## config.mk

```make
export PLATFORM = sky130hd
export DESIGN_NAME = adder_tree_accumulator
export DESIGN_NICKNAME = d
export VERILOG_FILES = /design/src/rtl/adder_tree_accumulator.sv
export SDC_FILE = /design/constraint.sdc
export NUM_CORES = 1
export LEC_CHECK = 0
export CAP_MARGIN = 0
export CORE_MARGIN = 2
export CORE_UTILIZATION = 58
export CTS_CLUSTER_SIZE = 12
export DETAILED_ROUTE_END_ITERATION = 7
export PLACE_DENSITY = 0.86
export SYNTH_ARGS = -nofsm -noshare
export SYNTH_HDL_FRONTEND = slang
export SYNTH_SLANG_ARGS = --single-unit
```

## constraint.sdc

```tcl
create_clock -name clk -period 4.6 [get_ports clk]
set_input_delay 0.69 -clock clk [delete_from_list [all_inputs] [get_ports clk]]
set_output_delay 0.69 -clock clk [all_outputs]
set_load 0.01 [all_outputs]
```

## src/rtl/adder_tree_accumulator.sv

```systemverilog
// Sums up to ACC_COUNT adder-tree results into one frame total, output held until taken.
// Latency: out_valid rises on the edge that accepts the final beat of a frame.
// Backpressure: in_ready drops for the whole HOLD phase (at least one cycle per frame).
module adder_tree_accumulator #(
  parameter int ADDER_WIDTH  = 32,
  parameter int TREE_LEVELS  = 3,
  parameter int ACC_COUNT    = 16,
  localparam int IN_WIDTH    = ADDER_WIDTH + TREE_LEVELS,
  localparam int ACC_WIDTH   = IN_WIDTH + $clog2(ACC_COUNT),
  localparam int CNT_WIDTH   = $clog2(ACC_COUNT + 1)
) (
  input  logic                 clk,
  input  logic                 reset,
  input  logic                 in_valid,
  output logic                 in_ready,
  input  logic [IN_WIDTH-1:0]  in_sum,
  input  logic                 in_last,
  output logic                 out_valid,
  input  logic                 out_ready,
  output logic [ACC_WIDTH-1:0] out_total,
  output logic [CNT_WIDTH-1:0] out_count
);

  localparam logic [0:0] ACCUM = 1'b0;
  localparam logic [0:0] HOLD  = 1'b1;

  localparam logic [CNT_WIDTH-1:0] LAST_CNT = CNT_WIDTH'(ACC_COUNT - 1);

  logic [0:0]           state;
  logic [ACC_WIDTH-1:0] acc;
  logic [CNT_WIDTH-1:0] cnt;

  logic                 accept;
  logic                 final_beat;
  logic [ACC_WIDTH-1:0] acc_next;
  logic [CNT_WIDTH-1:0] cnt_next;

  // in_ready comes straight off the state register: no input-to-output path.
  assign in_ready   = (state == ACCUM);
  assign accept     = in_valid && in_ready;
  assign final_beat = (cnt == LAST_CNT) || in_last;
  assign acc_next   = acc + ACC_WIDTH'(in_sum);
  assign cnt_next   = cnt + CNT_WIDTH'(1);

  always_ff @(posedge clk) begin
    if (reset) begin
      state     <= ACCUM;
      acc       <= '0;
      cnt       <= '0;
      out_valid <= 1'b0;
      out_total <= '0;
      out_count <= '0;
    end else begin
      case (state)
        ACCUM: begin
          if (accept) begin
            if (final_beat) begin
              out_total <= acc_next;
              out_count <= cnt_next;
              out_valid <= 1'b1;
              acc       <= '0;
              cnt       <= '0;
              state     <= HOLD;
            end else begin
              acc <= acc_next;
              cnt <= cnt_next;
            end
          end
        end
        HOLD: begin
          // Output registers are only rewritten in ACCUM, so they stay frozen here.
          if (out_ready) begin
            out_valid <= 1'b0;
            state     <= ACCUM;
          end
        end
        default: state <= ACCUM;
      endcase
    end
  end

endmodule
```

Yosys cells after proc, flatten, opt, wreduce, memory -nomap -nowiden

Index checks and enable logic that the tools add are counted.

Bits in registers: 90
Input port bits: 40
Output and inout port bits: 46
Word-level logic and storage cells: 28

Add/sub/neg operators: 2
Equality and inequality tests: 4
Mux-type cells: 10
Bitwise logic cells: 1
Reductions and logical operators: 5

Operators by type and width:

| operator              | count |
|---|---|
| $add A39 B35 Y39      | 1 |
| $mux W39              | 1 |
| $mux W1               | 6 |
| $reduce_and A3 Y1     | 2 |
| $add A5 B1 Y5 const B | 1 |
| $eq A5 B4 Y1 const B  | 1 |
| $mux W5               | 1 |
| $ne A2 B1 Y1 const B  | 2 |
| $pmux W1 S2           | 2 |
| $ne A2 B2 Y1 const B  | 1 |
| $reduce_and A2 Y1     | 1 |
| $logic_and A1 B1 Y1   | 1 |
| $logic_or A1 B1 Y1    | 1 |
| $not A1 Y1            | 1 |

Longest topological paths before layout

Gate-level depths: netlist of run 1.

Word-level depth: 5
Depth in mapped cells: 12

Worst setup path before layout of run 1

No wires, ideal clock.

Path type: input-to-reg
Start point: input in_sum[0]
End point: register acc[36]
Library setup time: 0.074 ns
Data arrival time: 3.176 ns
Required time: 4.526 ns
Path slack: 1.350 ns
Cell stages on the path: 12
Path buffers: 0
Cell sequence: ha_1 -> inv_1 -> fa_1 -> nand2b_1 -> a21o_1 -> a211oi_2 -> a211oi_2 -> o31ai_2 -> a311o_2 -> a21oi_1 -> or4_1 -> a31oi_1

Word-level cells in the longest chain between the ends: 2

RTL lines:

| item                   | line | source |
|---|---|---|
| start: declaration     | 16   | `input logic [IN_WIDTH-1:0] in_sum,` |
| $add A39 B35 Y39       | 42   | `assign acc_next = acc + ACC_WIDTH'(in_sum);` |
| $mux W39               | 57   | `if (final_beat) begin` |
| end signal: assignment | 65   | `acc <= acc_next;` |
| end: declaration       | 30   | `logic [ACC_WIDTH-1:0] acc;` |

Every way passes these cells.
A chain may end at the register's enable or synchronous reset.

Worst setup path after layout of run 1

Ends and elaborated chain as after synthesis.

==> reports/qor.yml, run 1 <==
run_status:
  status: "finished clean"
clock_tree:
  clk_pin_slew_ns: 0.09
  cts_root_buffer: "clkbuf_8"
  post_cts_buffers: 0
  clock_latency_ns: 0.37
  cts_buffers: 9
  ctsHoldBuffers: 0
  postCtsResizedCells: 0
  clk_path_buf_depth: 2
  cts.sinks: 90
  cts_tree: "built"
  htree_levels: 3
setup_path:
  cp_max_fo: 6
  worstRegToRegCells: 12
  cp-start-kind: "primary input"
  cp.arrival_ns: 3.94
  endpoint_kind: "flop"
  crit_type: "in -> reg"
  crit_required_ns: 4.88
  r2r-end: "acc[36]"
  worstReg2RegStart: "acc[0]"
  reg2reg_setup_slack_ns: 1.38
place:
  placed_cell_area_sq_um: 6190
  place.gp.congestion: 0.940
  place_hpwl_um: 10000
  dp_cells: 823
  portBuffers: 85
yosys:
  synth-seq-cells: 90
  synthSimpleGateAreaFrac_pct: 19.4
  synthTopCellsByArea: "dfxtp_1 34%, ha_1 8.8%, a21oi_1 7.2%"
  synth_area_leader_cell: "dfxtp_1"
  syn_area_sq_um: 5290
  synth_edf_count: 0
  syn_inst: 659
  synthFlopType: "dfxtp_1"
  synth.distinct_cells: 63
  avgSynthCellArea_sq_um: 8.02
  synth_compound_area_share_pct: 27.7
  synth_top_family_by_area: "compound AO/OA/AOI/OAI gates"
  synth_top_area_share_pct: 34.1
  synth_nets: 737
  ys_seq_area_share_pct: 34.1
  yosys.area_share.adder_pct: 9.13
  synth_xor_xnor_area_share_pct: 5.80
  synth.area.mux_share_pct: 0
  async_reset_ff_share_pct: 0
  yosysWarnings: 0
global_routing:
  globalRouteMet2Util_pct: 46.7
  grt_pass1_wl_um: 22800
  grt_pass1_vias: 4886
  grt.busiest_layer: "met2"
  grt_max_degree: 46
  met1_usage_pct: 36.8
  grt_util_all_layers_pct: 28.6
  antenna_found_initial: 0
  grt_use_met3_pct: 6.04
  grt_remaining_overflow: 0
power:
  p_leak_uw: 0.00259
  ir_worst_vdd_mv: 0.152
  p_per_area_nw_per_um2: 288
timing:
  hold_viol_final: 0
  rsz0062_at_grt: "no"
  slew_viol_final: 0
  final.setup.tns_ns: 0
  slew_headroom_pct: 38.9
  fmax_ghz: 0.274
  worst_slew_pin_slew_ns: 0.917
  finalCritPeriodShare_pct: 79.4
  setup_viol: 0
  finalClockSkew_ns: 0.00963
  period_needed_ns: 3.65
cells_and_area:
  final_cell_mix: "95 x nand2_1, 90 x dfxtp_1, 84 x clkdlybuf4s50_1, 76 x a21oi_1, 68 x nor2_1"
  layout.cells.non_filler: 839
  final_area_sq_um: 6360
  nNetsFinal: 804
  final_common_cell: "nand2_1"
  drive_gt1_share_pct: 6.29
  antenna_cells: 0
  areaGrowthSynthToFinish_pct: 20.3
floorplan:
  die_y_um: 99.5
  core_sq_um: 8760
  rows: 34
  die_area_sq_um: 9900
  ios: 86
  die_w_um: 99.5
  start_util_pct: 60.3
hold_path:
  worstHoldStart: "out_total[20]"
  hp-class: "reg -> reg"
  whs_path_depth: 2
  holdPathEnd: "out_total[20]"
routing:
  first_pass_iters: 5
  routed_wl_um: 14000
  post-route-drc-count: 0
  num_vias: 5131
  vias_per_cell: 6.12
  wl_per_cell_um: 16.7
  drt_iter0_drc: 279
  antenna_left: 0
job:
  drv_cap: 0
synth_stat cells, types with 2 or more instances:
cell type / instances
nand3_1: 13
nor2_1: 69
nand2b_1: 4
or4_1: 2
buf_6: 2
a211o_1: 2
clkbuf_1: 29
a21o_1: 21
a2111o_1: 2
a41oi_1: 2
a2111oi_0: 2
o21a_1: 4
a21boi_0: 3
a31oi_1: 3
nand4_1: 5
o21bai_1: 6
nor3b_1: 3
buf_1: 5
a22oi_1: 19
nand2_1: 95
o31ai_1: 4
o21ai_0: 21
inv_1: 14
and2_1: 7
a211oi_1: 11
dfxtp_1: 90
o211ai_1: 2
ha_1: 37
nor3_1: 11
nor2b_1: 5
and3_1: 4
a22o_1: 15
a211oi_2: 3
a221oi_1: 2
a21oi_2: 4
xor2_1: 13
a21oi_1: 76
xnor2_1: 22
or2_2: 2
nor4b_1: 2
power breakdown:
| group | internal [uW] | switching (uW) |
|---|---|---|
| clock | 201 | 303 |
| sequential | 823 | 24.5 |
| combinational | 209 | 273 |
worst max-delay path by stage:
stage               startpoint  cells past startpoint      end
floorplan            in_sum[0]                     12  acc[36]
global placement     in_sum[0]                     13  acc[36]
detailed placement   in_sum[0]                     13  acc[36]
CTS                  in_sum[0]                     13  acc[36]
global route         in_sum[0]                     13  acc[36]
finish               in_sum[0]                     13  acc[36]
stage by stage:
stage	setup slack [ns]	utilization, %	hold slack [ns]	power, uW
after floorplan	1.35	-	0.429	1170
after detailed placement	0.594	70.6	0.446	1340
after global routing	0.723	72.6	0.471	1920
after global placement	0.713	70.6	0.442	1330
final	0.946	72.6	0.457	1830
after CTS	0.961	72.6	0.459	1830
flip-flops by register name (all words and copies together) (netlist names):
signal / flops
cnt: 5
out_valid: 1
out_total: 39
state: 1
acc: 39
out_count: 5
kinds of logic after synthesis:
kind of cell / Yosys count
flops: 90
buf+inv: 51
fa+ha+maj: 38
simple gates: 229
compound gates: 216
xor+xnor: 35
routing by layer:
metal / part of all wire, % / wire length, um / vias to the layer above
met5: 0 / 0 / -
met4: 2.6 / 360 / 0
met3: 7.9 / 1110 / 36
met2: 46 / 6410 / 213
met1: 44 / 6090 / 2387
li1: - / - / 2495
worst max-delay path: stages:
cell and delay (ns):
clkdlybuf4s50_1 0.47, ha_1 0.18, inv_1 0.06, fa_1 0.39
nand2b_1 0.17, a21o_1 0.20, a211oi_2 0.29, a211oi_2 0.13
o31ai_2 0.33, a311o_2 0.30, a21oi_1 0.10, or4_1 0.43
a31oi_1 0.21
final cells by class:
type / instances / area, sq um
fill: 693 / 2400
tap: 108 / 135
clock inverter: 5 / 38.8
inverter: 14 / 52.6
timing repair buffer: 93 / 906
clock buffer: 11 / 131
sequential: 90 / 1800
multi-input combinational: 518 / 3290
No activity file was read; power rests on OpenSTA's default activity.
==> run 2, diff against run 1 <==
Settings changed: CORE_UTILIZATION 58 to 54, PLACE_DENSITY 0.86 to 0.81.
Clock period 4.6 ns to 3.46 ns, I/O delays scaled along.
==> run 2 against run 1 <==
  * Clock power is 53% higher
  * Sequential power is 33% higher
  * Via count is 3.2% higher
  * Worst setup slack worse by 0.77 ns
  * Largest cell class unchanged
  * Largest power group unchanged
==> reports/qor.yml, run 2 (synthesized netlist as in run 1, its figures left out) <==
clock_tree:
  cts_buffers: 9
  cts_tree: "built"
  ctsHoldBuffers: 0
  clock_latency_ns: 0.38
  clk_pin_slew_ns: 0.09
  cts.sinks: 90
  cts_root_buffer: "clkbuf_8"
  clk_path_buf_depth: 2
  htree_levels: 3
setup_path:
  critPathTopFamily: "compound AO/OA/AOI/OAI gates"
  reg2reg_setup_slack_ns: 0.44
  cp_max_fo: 3
  cp.arrival_ns: 3.59
  crit_required_ns: 3.77
  crit_slowest_cell: "clkdlybuf4s50_1"
  cpPeakStageDelay_ns: 0.46
  endpoint_kind: "flop"
  crit_type: "in -> reg"
  crit_chain: "clkdlybuf4s50_1, ha_1, inv_1, fa_1, nand2b_1, a21o_1, a2111o_1, a211oi_2, o21ai_0, a21o_1, nand2_1, xor2_1, a22o_1"
  crit_buf_inv: 2
  path_common_cell: "a21o_1"
  cp-start-kind: "primary input"
floorplan:
  die_area_sq_um: 10600
  die_y_um: 103
  die_w_um: 103
  start_util_pct: 54.9
  ios: 86
  rows: 36
  core_sq_um: 9640
place:
  portBuffers: 85
  dp_cells: 878
  placed_cell_area_sq_um: 6460
  place_hpwl_um: 10700
  place.gp.congestion: 0.930
timing:
  setup_viol: 0
  hold_viol_final: 0
  hold-worst-slack_ns: 0.458
  worst_slew_pin_slew_ns: 0.735
  period_needed_ns: 3.28
  finalCritPeriodShare_pct: 94.8
  final.setup.tns_ns: 0
  rsz0062_at_grt: "no"
  slew_viol_final: 0
  slew_headroom_pct: 50.5
  fmax_ghz: 0.305
  finalClockSkew_ns: 0.0126
power:
  power.switching_uw: 816
  p_total_uw: 2580
  power_frac_comb_pct: 26.5
  power_frac_seq_pct: 43.7
  power.internal_uw: 1770
  switching_share_pct: 31.6
  ir_worst_vdd_mv: 0.228
  p_per_area_nw_per_um2: 387
  p_leak_uw: 0.00277
  pwr-share-clk_pct: 29.8
cells_and_area:
  layout.cells.non_filler: 894
  nNetsFinal: 834
  final_area_sq_um: 6680
  areaGrowthSynthToFinish_pct: 26.3
  final_common_cell: "nand2_1"
  reg.largest.list: "acc x39, out_total x39"
  final_cell_mix: "95 x nand2_1, 90 x dfxtp_1, 84 x clkdlybuf4s50_1, 76 x a21oi_1, 68 x nor2_1"
  antenna_cells: 0
  drive_gt1_share_pct: 10.5
global_routing:
  grt_pass1_vias: 5150
  grt.busiest_layer: "met2"
  grt_remaining_overflow: 0
  grt_pass1_wl_um: 23800
  antenna_found_initial: 0
  grt_util_all_layers_pct: 28.1
  grt_max_degree: 47
  globalRouteMet2Util_pct: 48.1
  met1_usage_pct: 35.7
  grt_use_met3_pct: 4.34
routing:
  post-route-drc-count: 0
  wl_per_cell_um: 16.2
  vias_per_cell: 5.92
  num_vias: 5295
  routed_wl_um: 14500
  first_pass_iters: 5
  drt_iter0_drc: 297
  antenna_left: 0
run_status:
  status: "finished clean"
job:
  drv_cap: 0
hold_path:
  hp-class: "reg -> reg"
==> run 2: cell types whose count changed in the layout (fill, tap and decap cells not counted), sizes merged <==
cell / previous run / this run
bufinv: 0 / 1
clkinvlp: 1 / 0
buf: 9 / 39
inv: 16 / 17
clkbuf: 11 / 10
==> run 2: per-layer routing <==
metal	vias up	wire length [um]
met5	-	0
met3	32	1110
met2	234	6910
met4	0	354
met1	2471	6120
li1	2558	-
==> run 2: worst reg2reg max path: cells and delay by family (launching register included) <==
family                     cells  cell delay [ns]
and+or+nand+nor                2             0.29
xor gates and xnor gates       1             0.27
DFF                            1             0.34
adders and majority gates      2             0.55
buffers and inverters          1             0.06
AOI/OAI and AO/OA              6             1.45
==> run 2: worst paths after layout <==
check | start | to | cells past startpoint
worst max-delay path | in_sum[0] | acc[34] | 13
worst min-delay path | out_count[1] | out_count[1] | 2
worst max register to register | acc[0] | acc[34] | 12
worst min register to register | out_count[1] | out_count[1] | 2
==> run 2: final cells by class <==
| type | instances | area, sq um |
|---|---|---|
| Timing Repair Buffer | 123 | 1140 |
| Multi-Input combinational cell | 518 | 3310 |
| Clock inverter | 6 | 70.1 |
| Clock buffer | 10 | 138 |
| Tap cell | 133 | 166 |
| Sequential cell | 90 | 1800 |
| Inverter | 14 | 52.6 |
| Fill cell | 809 | 2960 |
==> run 2: power by group through the flow <==
stage / registers (uW) / clock network (uW) / logic [uW]
finish: 1130 / 769 / 685
global route: 1140 / 812 / 747
CTS: 1130 / 774 / 676
detailed placement: 1150 / 0 / 668
global placement: 1150 / 0 / 654
floorplan: 1160 / 0 / 400
==> run 2: stage by stage <==
| stage | worst slack [ns] | utilization (%) |
|---|---|---|
| final | 0.180 | 69.3 |
| after global placement | -0.143 | 67.0 |
| after CTS | 0.138 | 69.2 |
| after floorplan | 0.381 | - |
| after global routing | 0.0214 | 69.3 |
| after detailed placement | -0.243 | 67.0 |
==> run 2: repair_timing <==
item	CTS	global route
setup buffers	0	0
endpoints found under the setup margin	0	6
gates resized for setup	0	2
==> run 3, diff against run 2 <==
Settings changed: CTS_CLUSTER_SIZE 12 to 40.
==> results of run 3 <==
Final layout, timing and power as in run 2 (identical DEF).
